--- src/rtl/mux8_arb_pkg.sv ---
// Shared constants and types for the 8-way round-robin mux arbiter.
//   N      : number of requesters / mux inputs
//   SEL_W  : mux select width
//   CNT_W  : beat counter width (covers MAX_HOLD up to 15)
//   state_t: arbiter FSM states
package mux8_arb_pkg;
  localparam int N     = 8;
  localparam int SEL_W = 3;
  localparam int CNT_W = 4;

  typedef enum logic {IDLE = 1'b0, GRANT = 1'b1} state_t;
endpackage

--- src/rtl/rr_priority_pick.sv ---
// Rotating-priority picker: finds the first set request bit scanning
// ptr, ptr+1, ... ptr+N-1 (mod N).
//   req  : per-requester request vector
//   ptr  : highest-priority index this round
//   any  : at least one request is set
//   pick : index of the winning requester (only meaningful when any=1)
module rr_priority_pick
  import mux8_arb_pkg::*;
(
  input  logic [N-1:0]     req,
  input  logic [SEL_W-1:0] ptr,
  output logic             any,
  output logic [SEL_W-1:0] pick
);
  logic [2*N-1:0]   dbl;
  logic [N-1:0]     rot;
  logic [SEL_W-1:0] off;

  // Doubling the vector turns the rotate into a plain slice:
  // rot[i] = req[(ptr+i) mod N].
  assign dbl = {req, req};
  assign rot = dbl[ptr +: N];

  // Lowest set bit of the rotated vector wins.
  always_comb begin
    off = '0;
    for (int i = N - 1; i >= 0; i--) begin
      if (rot[i]) off = SEL_W'(i);
    end
  end

  assign any  = |req;
  // Undo the rotation; SEL_W-bit add wraps mod N.
  assign pick = off + ptr;
endmodule

--- src/rtl/mux8_rr_arbiter.sv ---
// Round-robin arbiter sharing one 8:1 bit mux among eight requesters.
// A grant lasts until the requester drops req or MAX_HOLD beats have
// transferred; one IDLE cycle always separates consecutive grants.
//   clk       : system clock
//   rst_n     : asynchronous active-low reset
//   req       : per-requester level request
//   out_ready : downstream accepts the current beat
//   grant     : registered one-hot grant (zero when idle)
//   sel       : registered mux select (holds last value in IDLE)
//   out_valid : combinational beat qualifier
//   busy      : registered, high while a grant is active
module mux8_rr_arbiter
  import mux8_arb_pkg::*;
#(
  parameter int MAX_HOLD = 4
) (
  input  logic             clk,
  input  logic             rst_n,
  input  logic [N-1:0]     req,
  input  logic             out_ready,
  output logic [N-1:0]     grant,
  output logic [SEL_W-1:0] sel,
  output logic             out_valid,
  output logic             busy
);
  state_t           state, state_n;
  logic [N-1:0]     grant_n;
  logic [SEL_W-1:0] sel_n, ptr, ptr_n, pick;
  logic [CNT_W-1:0] cnt, cnt_n;
  logic             busy_n, any, xfer;

  rr_priority_pick u_pick (
    .req  (req),
    .ptr  (ptr),
    .any  (any),
    .pick (pick)
  );

  assign out_valid = (state == GRANT) & req[sel];
  assign xfer      = out_valid & out_ready;

  always_comb begin
    state_n = state;
    grant_n = grant;
    sel_n   = sel;
    busy_n  = busy;
    ptr_n   = ptr;
    cnt_n   = cnt;
    unique case (state)
      IDLE: begin
        if (any) begin
          state_n       = GRANT;
          grant_n       = '0;
          grant_n[pick] = 1'b1;
          sel_n         = pick;
          busy_n        = 1'b1;
          cnt_n         = '0;
        end
      end
      GRANT: begin
        // Withdrawal wins over anything else: out_valid is already low,
        // so no beat can transfer in that cycle.
        if (!req[sel] || (xfer && cnt == CNT_W'(MAX_HOLD - 1))) begin
          state_n = IDLE;
          grant_n = '0;
          busy_n  = 1'b0;
          ptr_n   = sel + SEL_W'(1);
          cnt_n   = '0;
        end else if (xfer) begin
          cnt_n = cnt + CNT_W'(1);
        end
      end
      default: state_n = IDLE;
    endcase
  end

  always_ff @(posedge clk or negedge rst_n) begin
    if (!rst_n) begin
      state <= IDLE;
      grant <= '0;
      sel   <= '0;
      busy  <= 1'b0;
      ptr   <= '0;
      cnt   <= '0;
    end else begin
      state <= state_n;
      grant <= grant_n;
      sel   <= sel_n;
      busy  <= busy_n;
      ptr   <= ptr_n;
      cnt   <= cnt_n;
    end
  end
endmodule

--- config.mk ---
export PLATFORM = sky130hd
export DESIGN_NAME = mux8_rr_arbiter
export DESIGN_NICKNAME = d
export VERILOG_FILES = /design/src/rtl/mux8_arb_pkg.sv /design/src/rtl/rr_priority_pick.sv /design/src/rtl/mux8_rr_arbiter.sv
export SDC_FILE = /design/constraint.sdc
export NUM_CORES = 1
export LEC_CHECK = 0
export ABC_AREA = 1
export CORE_AREA = 2 2 71 73
export DETAILED_ROUTE_END_ITERATION = 7
export DIE_AREA = 0 0 73 75
export GPL_TIMING_DRIVEN = 0
export HOLD_SLACK_MARGIN = 0.05
export PLACE_DENSITY = 0.65
export SETUP_SLACK_MARGIN = 0.02
export SYNTH_ARGS = -nofsm -noshare
export SYNTH_HDL_FRONTEND = slang
export SYNTH_SLANG_ARGS = --single-unit
--- constraint.sdc ---
create_clock -name clk -period 5.96 [get_ports clk]
set_clock_uncertainty 0.05 [all_clocks]
set_input_delay 1.192 -clock clk [delete_from_list [all_inputs] [get_ports clk]]
set_output_delay 1.192 -clock clk [all_outputs]
set_load 0.01 [all_outputs]
==> out/qor.txt <==
Worst-Skew Late Latency - 0.25 ns
Tmin final - 4.06 ns
global placement routability congestion - 0.803
power density cells - 589 mW/mm^2
antenna violations before repair - 0
DR DRC count - 0
critical path's slowest cell - clkdlybuf4s50_1
setup TNS - 0 ns
Final setup viols - 0
critical path's most frequent cell - nor2_1
fin. max-slew vios - 0
critical path type - in2out
post-route antenna net violation count - 0
Peak supply drop - 0.239 mV
commonest non-fill, non-tap cells in the layout - nand2_1 (56), nand3_1 (30), clkdlybuf4s50_1 (23)
met3 wire len - 137 um
Synth async-reset ratio - 100%
antenna fix cells - 0
DR WL met2 - 1510 um
Static Leakage - 0.927 nW
slowest cell delay on critical path - 0.58 ns
sequential cell area fraction in the yosys report - 31.3%
gr usage total - 13.7%
Critical Path AT - 2.82 ns
clock-pin slew on the worst setup and hold paths - 0.07 ns
crit-path max FO - 4
Min-Delay Path Class - reg2reg
Starting Density - 34.3%
CTS tree - yes
io pins - 24
clk root buf - clkbuf_8
core area - 0.00466 mm^2
Startpoint Class - primary input
Period Utilization, post-route - 68.1%
most common flop cell mapped by yosys - dfrtp_1
Syn Area/Cell - 7.50 um^2
post-synthesis register bit count - 20
Mapped Area - 0.00160 mm^2
Final #Nets - 256
DP HPWL - 2660 um
Via density - 4.98
GRT overflow - 0
layout cells sized above 1 - 20.9%
Final Hold Fails - 0
met1 WL - 1770 um
Sink Count - 20
total number of vias - 1,460
Mapped Cells - 213
die height - 75 um
critical-path cell list - clkdlybuf4s50_1, nor2_1, nor2_1, o21ai_1, nand3_1, nand2_1, nor2_1, clkdlybuf4s50_1
Max Used Layer - met4
Synth Warn # - 0
Clock Path Buffers - 2
Post-synth EDFFs - 0
largest net degree at the start of global routing - 21
Routed WL per cell - 11.9 um
First DRT Iteration DRCs - 101
row count - 25
slew margin rel. - 39.6%
syn nets - 228
Post-CTS Setup Bufs - 0
number of library cell types mapped by synthesis - 29
final cell count without fillers - 293
commonest non-fill, non-tap cell in the layout - nand2_1
Port Buffers - 23
Tightest Pin Transition - 0.903 ns
vias in the first global route - 1,312
final wirelength - 3480 um
crit end category - output port
Die ar. - 0.00548 mm^2
dpl cells - 290
CTS Hold Bufs - 0
Die Wd - 73 um
CTS Buf Count - 3
RSZ-0062 raised after global routing - false
Layout area overhead - 21.2%
H-Tree Depth - 1
first-pass GRT wire length - 5900 um
max cap viols - 0
DRT Pass-1 Iters - 4
Worst Path Required - 4.72 ns
maximum clock rate - 246 MHz
status - finished clean
CTS resizes - 0
[registers in the layout, summed over array words and instances (netlist names)]
register	cells
grant	8
cnt	4
ptr	3
sel	3
busy	1
state	1
[where the power goes]
group	total, W	internal (W)	switching (W)
Combinational	0.000829	0.000314	0.000514
Sequential	0.000225	0.000186	0.0000389
Clock	0.0000874	0.0000450	0.0000424
Total	0.00114	0.000545	0.000596
[metal layers]
| layer | GRT usage, % | vias up |
|---|---|---|
| met4 | 5.76 | 0 |
| met2 | 21.0 | 27 |
| met3 | 2.28 | 7 |
| met1 | 19.2 | 673 |
| li1 | - | 753 |
| met5 | 0 | - |
[synth_stat cells (2+ instances only)]
| cell type | count | area [um^2] |
|---|---|---|
| nand2_1 | 56 | 210 |
| nand3_1 | 30 | 150 |
| dfrtp_1 | 20 | 500 |
| nand2_2 | 18 | 113 |
| inv_1 | 16 | 60.1 |
| nand3_2 | 11 | 110 |
| nor2_1 | 10 | 37.5 |
| o21ai_0 | 6 | 30.0 |
| nand4_1 | 5 | 31.3 |
| o21ai_1 | 5 | 25.0 |
| nand2_4 | 4 | 45.0 |
| a21oi_1 | 3 | 15.0 |
| buf_2 | 3 | 15.0 |
| buf_6 | 3 | 33.8 |
| ha_1 | 3 | 37.5 |
| nor2_4 | 2 | 22.5 |
| nor4_1 | 2 | 12.5 |
| o211ai_1 | 2 | 15.0 |
| o21bai_1 | 2 | 15.0 |
| xnor2_1 | 2 | 17.5 |
| xor2_1 | 2 | 17.5 |
[final cells by class]
type                            instances  area (um^2)
Fill cell                             480         2730
Multi-Input combinational cell        168          962
Sequential cell                        20          500
Timing Repair Buffer                   23          230
Inverter                               19         85.1
Tap cell                               54         67.6
Buffer                                  6         48.8
Clock buffer                            3         41.3
[metrics by stage]
step                      instance area (um^2)  hold WS [ns]  total power [W]  utilization (%)  worst slack (ns)
after floorplan                           1600         0.418         0.000859                -              2.72
after global placement                    1890         0.416          0.00105             40.6              1.87
after detailed placement                  1890         0.415          0.00106             40.6              1.86
after CTS                                 1940         0.436          0.00115             41.5              1.88
after global routing                      1940         0.474          0.00127             41.5              1.80
final                                     1940         0.431          0.00114             41.5              1.90
[worst paths after layout]
kind	depth (start not counted)	start	slack (ns)	endpoint
min reg2reg	2	busy	0.43	busy
max in group asynchronous	1	rst_n	3.91	sel[1]
max reg2reg	19	ptr[0]	3.10	grant[0]
min in group asynchronous	1	rst_n	1.39	cnt[1]
max	8	req[0]	1.90	out_valid
min	2	busy	0.43	busy
[cells by family (layout without fill, tap and decap cells)]
| logic type | Yosys count | after routing | synth area share, % |
|---|---|---|---|
| XOR/XNOR | 4 | 4 | 2.19 |
| AND/OR/NAND/NOR | 141 | 141 | 47.6 |
| flip-flops | 20 | 20 | 31.3 |
| buffers and inverters | 25 | 51 | 8.39 |
| AO/OA/AOI/OAI | 19 | 19 | 6.82 |
| adder cells (fa/ha/maj) | 4 | 4 | 3.61 |
[critical path: cells and delay by family]
family	cells	cell delay (ns)
AND/OR/NAND/NOR	5	0.43
buffers and inverters	2	1.13
AO/OA/AOI/OAI	1	0.06
No activity file was read; power rests on OpenSTA's default activity.
